<file path="src/rtl/serial_tx_pkg.sv">
// Shared types and helpers for the serial frame transmitter and its matching receiver.
package serial_tx_pkg;

    typedef enum logic [2:0] {
        IDLE   = 3'd0,
        START  = 3'd1,
        DATA   = 3'd2,
        PARITY = 3'd3,
        STOP   = 3'd4
    } state_t;

    // Serial bits per frame: start + data + optional parity + stop.
    function automatic int frame_bits(input int width, input int parity_en);
        return width + 2 + ((parity_en != 0) ? 1 : 0);
    endfunction

endpackage

</file>
<file path="src/rtl/bit_timer.sv">
// Divides clk into serial bit periods; tick marks the last clock of each bit.
module bit_timer #(
    parameter int DIV = 4
) (
    input  logic clk,
    input  logic rst,
    input  logic clear,
    output logic tick
);

    localparam int CW = (DIV > 1) ? $clog2(DIV) : 1;
    localparam logic [CW-1:0] LAST = CW'(DIV - 1);

    logic [CW-1:0] r_cnt;

    assign tick = !clear && (r_cnt == LAST);

    always_ff @(posedge clk or posedge rst) begin
        if (rst) begin
            r_cnt <= '0;
        end else if (clear || tick) begin
            r_cnt <= '0;
        end else begin
            r_cnt <= r_cnt + 1'b1;
        end
    end

endmodule

</file>
<file path="src/rtl/serial_frame_tx.sv">
// Parallel-to-serial frame transmitter: start, data LSB-first, optional parity, stop.
module serial_frame_tx
    import serial_tx_pkg::*;
#(
    parameter int WIDTH      = 8,
    parameter int DIV        = 4,
    parameter int PARITY_EN  = 1,
    parameter int PARITY_ODD = 0
) (
    input  logic             clk,
    input  logic             rst,
    input  logic [WIDTH-1:0] tx_data,
    input  logic             tx_valid,
    output logic             tx_ready,
    output logic             txd,
    output logic             txd_n,
    output logic             busy
);

    localparam int BW = (WIDTH > 1) ? $clog2(WIDTH) : 1;
    localparam logic [BW-1:0] LAST_BIT = BW'(WIDTH - 1);

    state_t           r_state, w_state_next;
    logic [WIDTH-1:0] r_shift, w_shift_next;
    logic [BW-1:0]    r_bit_cnt, w_bit_cnt_next;
    logic             r_parity, w_parity_next;
    logic             r_txd, r_txd_n, r_busy;
    logic             w_txd_next;
    logic             w_tick;
    logic             w_accept;
    logic             w_timer_clear;

    assign tx_ready      = (r_state == IDLE);
    assign w_accept      = tx_valid && tx_ready;
    assign w_timer_clear = (r_state == IDLE);

    bit_timer #(
        .DIV(DIV)
    ) u_bit_timer (
        .clk  (clk),
        .rst  (rst),
        .clear(w_timer_clear),
        .tick (w_tick)
    );

    always_comb begin
        w_state_next   = r_state;
        w_shift_next   = r_shift;
        w_bit_cnt_next = r_bit_cnt;
        w_parity_next  = r_parity;
        case (r_state)
            IDLE: begin
                if (w_accept) begin
                    w_state_next   = START;
                    w_shift_next   = tx_data;
                    w_bit_cnt_next = '0;
                    w_parity_next  = (PARITY_ODD != 0) ? ~^tx_data : ^tx_data;
                end
            end
            START: begin
                if (w_tick) w_state_next = DATA;
            end
            DATA: begin
                if (w_tick) begin
                    w_shift_next = r_shift >> 1;
                    if (r_bit_cnt == LAST_BIT) begin
                        w_bit_cnt_next = '0;
                        w_state_next   = (PARITY_EN != 0) ? PARITY : STOP;
                    end else begin
                        w_bit_cnt_next = r_bit_cnt + 1'b1;
                    end
                end
            end
            PARITY: begin
                if (w_tick) w_state_next = STOP;
            end
            STOP: begin
                if (w_tick) w_state_next = IDLE;
            end
            default: w_state_next = IDLE;
        endcase
    end

    // The line level is registered from the next state so it lines up with the state it encodes.
    always_comb begin
        w_txd_next = 1'b1;
        case (w_state_next)
            START:   w_txd_next = 1'b0;
            DATA:    w_txd_next = w_shift_next[0];
            PARITY:  w_txd_next = w_parity_next;
            default: w_txd_next = 1'b1;
        endcase
    end

    always_ff @(posedge clk or posedge rst) begin
        if (rst) begin
            r_state   <= IDLE;
            r_shift   <= '0;
            r_bit_cnt <= '0;
            r_parity  <= 1'b0;
            r_txd     <= 1'b1;
            r_txd_n   <= 1'b0;
            r_busy    <= 1'b0;
        end else begin
            r_state   <= w_state_next;
            r_shift   <= w_shift_next;
            r_bit_cnt <= w_bit_cnt_next;
            r_parity  <= w_parity_next;
            r_txd     <= w_txd_next;
            r_txd_n   <= ~w_txd_next;
            r_busy    <= (w_state_next != IDLE);
        end
    end

    assign txd   = r_txd;
    assign txd_n = r_txd_n;
    assign busy  = r_busy;

endmodule

</file>
<file path="config.mk">
export PLATFORM = sky130hd
export DESIGN_NAME = serial_frame_tx
export DESIGN_NICKNAME = d
export VERILOG_FILES = /design/src/rtl/serial_tx_pkg.sv /design/src/rtl/bit_timer.sv /design/src/rtl/serial_frame_tx.sv
export SDC_FILE = /design/constraint.sdc
export NUM_CORES = 1
export LEC_CHECK = 0
export CAP_MARGIN = 20
export CORE_MARGIN = 5
export CORE_UTILIZATION = 30
export CTS_CLUSTER_SIZE = 10
export DETAILED_ROUTE_END_ITERATION = 7
export GPL_TIMING_DRIVEN = 1
export PLACE_DENSITY = 0.58
export SYNTH_ARGS = -nofsm -noshare
export SYNTH_HDL_FRONTEND = slang
export SYNTH_SLANG_ARGS = --single-unit
export TNS_END_PERCENT = 50
</file>
<file path="constraint.sdc">
create_clock -name clk -period 3.8 [get_ports clk]
set_input_delay 0.38 -clock clk [delete_from_list [all_inputs] [get_ports clk]]
set_output_delay 0.38 -clock clk [all_outputs]
set_load 0.02 [all_outputs]
</file>
Yosys cells after proc, flatten, opt, wreduce, memory -nomap -nowiden:

Index checks and enable logic that the tools add are counted.

* $mul: 0
* equal/unequal tests: 11
* order comparisons: 0
* muxes and demuxes: 18
* $add $sub $neg: 2
* div/mod/pow operators: 0
* shifts and indexed selects: 0
* bitwise operators: 1
* reductions and logical operators: 9

Operators by type and width (count)
* 2-to-1 mux 3 bit: 9
* 2-to-1 mux 8 bit: 2
* case mux 8 bit (2 select lines): 1
* case mux 3 bit (5 select lines): 1
* equality test 3 x 2 -> 1 bit, second input constant: 4
* parity 8 bit: 1
* equality test 3 x 1 -> 1 bit, second input constant: 2
* equality test 3 bit, second input constant: 2
* case mux 3 bit (2 select lines): 1
* inequality test 2 x 1 -> 1 bit, second input constant: 2
* adder 3 x 1 -> 3 bit, second input constant: 1
* logical NOT 3 bit: 1
* case mux 1 bit (3 select lines): 1
* AND reduction 3 bit: 1
* nonzero test 3 bit: 1
* adder 2 x 1 -> 2 bit, second input constant: 1
* equality test 2 bit, second input constant: 1
* logical AND 1 bit: 2
* 2-to-1 mux 1 bit: 2
* 2-to-1 mux 2 bit: 1
* nonzero test 2 bit: 1
* logical NOT 1 bit: 1
* logical OR 1 bit: 1
* inverter 1 bit: 1

* memories: 0
* bits in latches: 0
* memory bits (read-only): 0
* bits in registers: 20
* memory bits (writable): 0
* bits of input ports: 11

Longest topological paths before layout:

Gate-level depths: netlist of the first run.

* depth after elaboration: 8
* mapped depth: 8

Hierarchy:

Synthesis of the first run repeated with hierarchy kept, for this count alone.

* cells, all modules: 85
* area, all modules: 958.4 um2

Modules (own cells, without submodules)
* serial_frame_tx: area each 868.3 um2, times used 1, cells an instance 78
* bit_timer: area each 90.1 um2, times used 1, cells an instance 7

Least setup slack after synthesis of the first run:

No wires, ideal clock.

* path type: reg-to-reg
* start point: register u_bit_timer.r_cnt[0]
* end point: register r_txd, in the netlist txd
* arrival: 1.572 ns
* setup slack: 2.147 ns
* stages on the path, launching flop included: 8
* cell sequence: dfrtp_1 ha_1 buf_2 nor4bb_1 buf_4 a22o_1 a21o_1 o31a_1

* elaborated cells on any way between the ends: 13
* classes of those cells: eq/ne (4); mux (8); reduce/logical (1)

RTL lines
* start: declaration: line bit_timer.sv:14 `logic [CW-1:0] r_cnt;`
* start signal: assignment: line bit_timer.sv:24 `r_cnt <= r_cnt + 1'b1;`
* equality test 2 bit: line bit_timer.sv:16 `assign tick = !clear && (r_cnt == LAST);`
* logical AND 1 bit: line bit_timer.sv:16
* 2-to-1 mux 8 bit: line serial_frame_tx.sv:64 `if (w_tick) begin`
* case mux 8 bit (2 select lines): line serial_frame_tx.sv:51 `case (r_state)`
* net w_shift_next[0]: line serial_frame_tx.sv:24 `logic [WIDTH-1:0] r_shift, w_shift_next;`
* case mux 1 bit (3 select lines): line serial_frame_tx.sv:87 `case (w_state_next)`
* net w_txd_next: line serial_frame_tx.sv:28 `logic w_txd_next;`
* end signal: assignment: line serial_frame_tx.sv:109 `r_txd <= w_txd_next;`
* end: declaration: line serial_frame_tx.sv:27 `logic r_txd, r_txd_n, r_busy;`

The timed path passes the listed nets, and every way through them passes these cells. The select of a mux whose other input is x is not followed.
A chain may end at the register's enable or synchronous reset.

Worst setup path after layout of the first run:

* start point: register r_state[0]
* end point: output port tx_ready

* word-level cells in the longest chain between the ends: 1

Ends and longest elaborated chain
* start: declaration: line serial_frame_tx.sv:23 `state_t r_state, w_state_next;`
* start signal: assignment: line serial_frame_tx.sv:105 `r_state <= w_state_next;`
* logical NOT 3 bit: line serial_frame_tx.sv:33 `assign tx_ready = (r_state == IDLE);`
* end: declaration: line serial_frame_tx.sv:14 `output logic tx_ready,`

Every way passes these cells.

==> results of run 1 <==
## where the power goes
| part | switching (uW) | internal (uW) | leakage, uW |
|---|---|---|---|
| logic | 162 | 147 | 0.000257 |
| registers | 66.6 | 310 | 0.000245 |
| clock network | 60.4 | 40.8 | 0.0000150 |
| total | 289 | 499 | 0.000517 |
## sequential cells by signal (all words and copies together) (netlist names)
register / flops
r_shift: 8
r_bit_cnt: 3
r_state: 3
u_bit_timer.r_cnt: 2
busy: 1
r_parity: 1
txd: 1
txd_n: 1
## area by class of cell
type	count	area, sq um	area share, %
clock buffer	4	26.3	2.25
inverter	3	11.3	0.965
timing repair buffer	15	148	12.6
sequential	20	502	43.0
tap	44	55.1	4.72
multi-input combinational	62	425	36.4
## worst max path at each step
stage,from,to,slack [ns],cells past startpoint
final,r_state[0],tx_ready,1.64,2
after global routing,r_state[0],tx_ready,1.52,2
after CTS,r_state[0],tx_ready,1.62,2
after detailed placement,tx_valid,txd,1.50,5
after global placement,tx_valid,txd,1.54,5
after floorplan,u_bit_timer.r_cnt[0],txd,2.15,7
## worst max-delay path, delay by kind of cell, from the launching register on
family / cells / cell delay [ns]
buffers and inverters: 1 / 0.67
flip-flops: 1 / 0.50
AND/OR/NAND/NOR: 1 / 0.33
## per-stage QoR
stage | cells | setup slack, ns | total power (uW) | instance area [sq um]
global placement | 144 | 1.54 | 686 | 1140
global route | 148 | 1.52 | 852 | 1170
finish | 148 | 1.64 | 788 | 1170
detailed placement | 144 | 1.50 | 696 | 1140
floorplan | 91 | 2.15 | 613 | 983
CTS | 148 | 1.62 | 800 | 1170
## layout by cell type (no fill, tap or decap), drive strengths merged, types with 2 or more instances in the layout
master         synthesis  final
a21oi                  2      2
clkdlybuf4s50          0     14
xnor2                  7      7
nor3                   2      2
nor2                   3      3
a22o                   2      2
o21ai                  4      4
dfrtp                 19     19
clkbuf                 0      4
a22oi                  6      6
nand2                 16     16
ha                     3      3
o31a                   2      2
nand4b                 2      2
inv                    3      3
## layer usage
metal | GRT usage [%] | vias to the layer above
met2 | 13.7 | 11
met5 | 0 | -
met3 | 2.00 | 2
li1 | - | 342
met4 | 5.32 | 0
met1 | 10.4 | 311
## logic make-up after synthesis
logic type	Yosys count
buffers and inverters	9
adder cells (fa/ha/maj)	3
XOR/XNOR	7
AND/OR/NAND/NOR	32
AO/OA/AOI/OAI	20
flip-flops	20
==> impl_metrics.py, run 1 <==
metrics = {
    "cells_and_area": {
        "final_net_count": 119,
        "utilization_pct": 37.6,
        "antenna_cells": 0,
        "drive_above_1_share_pct": 7.69,
        "nFillCells": 326,
        "area_growth_pct": 18.7,
    },
    "clock_tree": {
        "clk_pin_slew_worst_paths_ns": 0.10,
        "cts_num_sinks": 20,
        "cts_resized": 0,
        "insertion_delay_ns": 0.29,
        "root_buffer": "clkbuf_4",
        "cts_buffer_depth": 2,
        "holdBufCountCts": 0,
        "cts_tree": "built",
        "htreeDepth": 1,
        "cts_setup_buffers": 0,
        "cts_buffers": 3,
    },
    "drt": {
        "wl_met3_microns": 81,
        "wl_met2_microns": 778,
        "viasPerCell": 4.50,
        "highest_layer": "met4",
        "ant_nets": 0,
        "drt_iter0_markers": 27,
        "first_pass_iters": 4,
        "routedWlPerCell_microns": 11.9,
        "wirelength_microns": 1760,
        "wl_met1_microns": 866,
        "routed-via-count": 666,
        "drt_drc_violations_left": 0,
    },
    "die": {
        "die_y_microns": 67.3,
        "start_util_pct": 31.7,
        "dieArea_sq_mm": 0.00452,
        "io_pins": 15,
        "rows": 20,
        "core_sq_mm": 0.00310,
        "die_w_microns": 67.3,
    },
    "job": {
        "drv_cap": 0,
    },
    "timing": {
        "skew_ns": 0.00936,
        "fin_crit_ns": 2.16,
        "rsz0062_at_grt": "false",
        "maxSlewHeadroom_pct": 48.2,
        "holdWs_ns": 0.449,
        "worstMarginPinSlew_ns": 0.775,
        "final-setup-viol-count": 0,
        "final_min_period_over_clock_period_pct": 56.9,
        "finalSetupTns_ns": 0,
        "fmax_mhz": 463,
        "drv_slew": 0,
        "finalHoldViolCount": 0,
    },
    "synth": {
        "yosysUniqueCellTypes": 31,
        "syn_avg_cell_area_sq_um": 10.8,
        "synth_common_cells": "19 x dfrtp_1, 16 x nand2_1, 7 x xnor2_1",
        "synth_compound_area_share_pct": 14.6,
        "synthSimpleGateAreaFrac_pct": 18.6,
        "synth_ff_type": "dfrtp_1",
        "ys_warn_count": 0,
        "synthTopCellsByArea": "dfrtp_1 48%, xnor2_1 6.2%, nand2_1 6.1%",
        "seq_area_frac_synth_pct": 51.0,
        "synth_top_area_share_pct": 48.3,
        "synth.area.mux_share_pct": 0,
        "synth_area_leader_cell": "dfrtp_1",
        "synth_fa_ha_area_share_pct": 3.82,
        "synth_cells": 91,
        "synth_area_sq_um": 983,
        "synth_fp_nets": 105,
        "ys_ff_latch": 20,
        "synth_top_family_by_area": "simple AND/OR/NAND/NOR gates",
        "synth_xor_area_share_pct": 6.23,
        "synthArstFlopShare_pct": 100,
        "synth.most_common_cell": "dfrtp_1",
        "synth_edf_count": 0,
    },
    "power_and_ir_drop": {
        "p_per_area_mw_per_mm2": 675,
        "ir_drop_mv": 0.184,
        "p_leak_uw": 0.000517,
    },
    "global_routing": {
        "grt_pass1_wl_microns": 2900,
        "grt_start_max_net_pins": 21,
        "grt_pass1_vias": 677,
        "grt_antenna_before_repair": 0,
        "grt-ovfl-total": 0,
        "grt.total_usage_pct": 8.61,
    },
    "hold_path": {
        "hold_start": "u_bit_timer.r_cnt[0]",
        "holdPathStages": 1,
        "hold_end": "u_bit_timer.r_cnt[0]",
        "worstHoldPathType": "reg2reg",
    },
    "placed_design": {
        "portBuffers": 14,
        "gp_congestion": 0.689,
        "dp.final_hpwl_microns": 1330,
    },
    "worst_setup_path": {
        "path_class": "reg2out",
        "worstPathCellList": "nor3_1 > clkdlybuf4s50_1",
        "endpoint_kind": "output pin",
        "slowest_delay_ns": 0.67,
        "r2r-end": "txd",
        "cp.arrival_ns": 1.78,
        "r2r_cells": 6,
        "slowest_stage": "clkdlybuf4s50_1",
        "rrSetupSlack_ns": 1.72,
        "required_ns": 3.42,
        "cp_max_fo": 10,
        "worstSetupStartpointType": "flop",
        "timing.rr.start": "u_bit_timer.r_cnt[0]",
    },
    "run_status": {
        "outcome": "finished, final reports clean",
    },
}
(Power assumes the default switching activity.)
==> run 2, diff against run 1 <==
--- a/config.mk
+++ b/config.mk
@@ -11,7 +11,7 @@
 export CTS_CLUSTER_SIZE = 10
 export DETAILED_ROUTE_END_ITERATION = 7
 export GPL_TIMING_DRIVEN = 1
-export PLACE_DENSITY = 0.58
+export PLACE_DENSITY = 0.6
 export SYNTH_ARGS = -nofsm -noshare
 export SYNTH_HDL_FRONTEND = slang
 export SYNTH_SLANG_ARGS = --single-unit
==> constraint.sdc (replaced) <==
create_clock -name clk -period 1.9 [get_ports clk]
set_input_delay 0.19 -clock clk [delete_from_list [all_inputs] [get_ports clk]]
set_output_delay 0.19 -clock clk [all_outputs]
set_load 0.02 [all_outputs]
==> run 2 against run 1 <==
- first-iteration DRC count is 56% higher
- total power is 110% higher
- largest power group unchanged
- die area stayed put
==> impl_metrics.py, run 2 (synthesized netlist as in run 1, its figures left out) <==
metrics = {
    "run_status": {
        "outcome": "finished, final reports clean",
    },
    "timing": {
        "worstMarginPinSlew_ns": 0.390,
        "rsz0062_at_grt": "false",
        "holdWs_ns": 0.205,
        "finalSetupTns_ns": 0,
        "fin_crit_ns": 1.71,
        "finalHoldViolCount": 0,
        "skew_ns": 0.00501,
        "fmax_mhz": 584,
        "maxSlewHeadroom_pct": 73.9,
        "final-setup-viol-count": 0,
        "final_min_period_over_clock_period_pct": 90.1,
        "drv_slew": 0,
    },
    "worst_setup_path": {
        "cp.arrival_ns": 1.89,
        "endpoint_kind": "flop",
        "slowest_stage": "dfrtp_1",
        "r2r-end": "busy",
        "worstPathCellList": "ha_1 > ha_1 > and3_1 > o31a_1 > or3_1",
        "worstSetupStartpointType": "flop",
        "path_class": "reg2reg",
        "rrSetupSlack_ns": 0.19,
        "path_delay_family": "simple AND/OR/NAND/NOR gates",
        "slowest_delay_ns": 0.41,
        "cp_max_fo": 5,
        "critPathMostFrequentCell": "ha_1",
        "timing.rr.start": "r_bit_cnt[0]",
        "r2r_cells": 5,
        "required_ns": 2.08,
        "cp.buffers_inverters": 0,
    },
    "cells_and_area": {
        "final_net_count": 123,
        "most-common-layout-cells": "19 x dfrtp_1, 16 x nand2_1, 13 x clkdlybuf4s50_1",
        "antenna_cells": 0,
        "utilization_pct": 39.2,
        "multi_input_area_sq_um": 437,
        "largestRegisters": "r_shift: 8 flops, r_bit_cnt: 3 flops, r_state: 3 flops",
        "largest_reg_flops": 8,
        "final_common_cell": "dfrtp_1",
        "drive_above_1_share_pct": 13.9,
        "area_growth_pct": 23.8,
        "nFillCells": 322,
        "final-seq-area_sq_um": 502,
        "top_register": "r_shift",
    },
    "drt": {
        "first_pass_iters": 4,
        "drt_drc_violations_left": 0,
        "viasPerCell": 4.63,
        "routed-via-count": 704,
        "wirelength_microns": 1830,
        "routedWlPerCell_microns": 12.0,
        "ant_nets": 0,
        "drt_iter0_markers": 42,
    },
    "clock_tree": {
        "cts_buffer_depth": 2,
        "clk_pin_slew_worst_paths_ns": 0.11,
        "cts_buffers": 3,
        "cts_num_sinks": 20,
        "cts_tree": "built",
        "insertion_delay_ns": 0.29,
        "htreeDepth": 1,
        "root_buffer": "clkbuf_4",
    },
    "power_and_ir_drop": {
        "combPwrFrac_pct": 41.0,
        "ir_drop_mv": 0.334,
        "p_per_area_mw_per_mm2": 1360,
        "swShare_pct": 36.2,
        "power_frac_clock_pct": 14.7,
        "power.internal_uw": 1060,
        "p_sw_uw": 600,
        "seqPwrFrac_pct": 44.3,
        "p_leak_uw": 0.000548,
    },
    "die": {
        "core_sq_mm": 0.00310,
        "rows": 20,
        "die_y_microns": 67.3,
        "start_util_pct": 31.7,
        "die_w_microns": 67.3,
        "io_pins": 15,
        "dieArea_sq_mm": 0.00452,
    },
    "global_routing": {
        "grt.total_usage_pct": 9.19,
        "grt-ovfl-total": 0,
        "grt_pass1_vias": 722,
        "grt_pass1_wl_microns": 3150,
        "grt_antenna_before_repair": 0,
        "grt_start_max_net_pins": 21,
    },
    "placed_design": {
        "portBuffers": 14,
        "dp.final_hpwl_microns": 1370,
        "gp_congestion": 0.706,
    },
    "hold_path": {
        "worstHoldPathType": "in2async",
    },
    "job": {
        "drv_cap": 0,
    },
}
run 2: cell types whose count changed in the layout (fill, tap and decap cells not counted):
| cell | delta |
|---|---|
| clkdlybuf4s50_1 | -1 |
| nor3_1 | -1 |
| dlygate4sd2_1 | +1 |
| nor4bb_1 | -1 |
| clkbuf_1 | -1 |
| clkbuf_8 | +1 |
| nor3_2 | +1 |
| nor4bb_2 | +1 |
| buf_4 | +4 |
run 2: how the worst max path moves through the flow:
stage / from / endpoint / slack, ns / cells past startpoint
after floorplan: u_bit_timer.r_cnt[0] / txd / 0.25 / 7
after global placement: r_state[0] / tx_ready / 0.20 / 2
after detailed placement: u_bit_timer.r_cnt[0] / txd / 0.16 / 5
after CTS: u_bit_timer.r_cnt[0] / txd / 0.14 / 5
after global routing: u_bit_timer.r_cnt[0] / txd / 0.07 / 5
final: r_bit_cnt[0] / busy / 0.19 / 5
run 2: per-layer routing:
metal  vias up  GRT usage (%)  share of wire, %
li1        351              -                 -
met1       340           11.4                48
met4         0           4.56               1.5
met5         -              0                 0
met2        11           15.5                47
met3         2           1.33               3.9
run 2: worst min-delay path, stage by stage:
cell	delay, ns
clkdlybuf4s50_1	0.40
inv_1	0.05
buf_4	0.26
run 2: power by group through the flow:
stage / registers (uW) / logic (uW) / clock network [uW]
after global routing: 755 / 768 / 277
after CTS: 733 / 686 / 257
after global placement: 738 / 662 / 0
final: 735 / 679 / 244
after floorplan: 735 / 491 / 0
after detailed placement: 739 / 688 / 0
run 2: layout make-up:
cell class	count	share of cell area, %
clock buffer	4	2.98
inverter	3	0.925
multi-input combinational	62	35.9
sequential	20	41.2
tap	44	4.52
timing repair buffer	19	14.5
run 2: per-stage QoR:
| stage | std cells | setup WS (ns) | area (sq um) | power (uW) |
|---|---|---|---|---|
| 3_5_place_dp | 148 | 0.160 | 1170 | 1430 |
| 4_1_cts | 152 | 0.144 | 1210 | 1680 |
| 3_3_place_gp | 148 | 0.201 | 1170 | 1400 |
| 5_1_grt | 152 | 0.0747 | 1220 | 1800 |
| 6_report | 152 | 0.187 | 1220 | 1660 |
| 2_1_floorplan | 91 | 0.247 | 983 | 1230 |
run 2: timing repair:
action	CTS	global route
endpoints found under the setup margin	1	3
gates resized for setup	2	1
buffers inserted	0	0
hold buffers	0	0
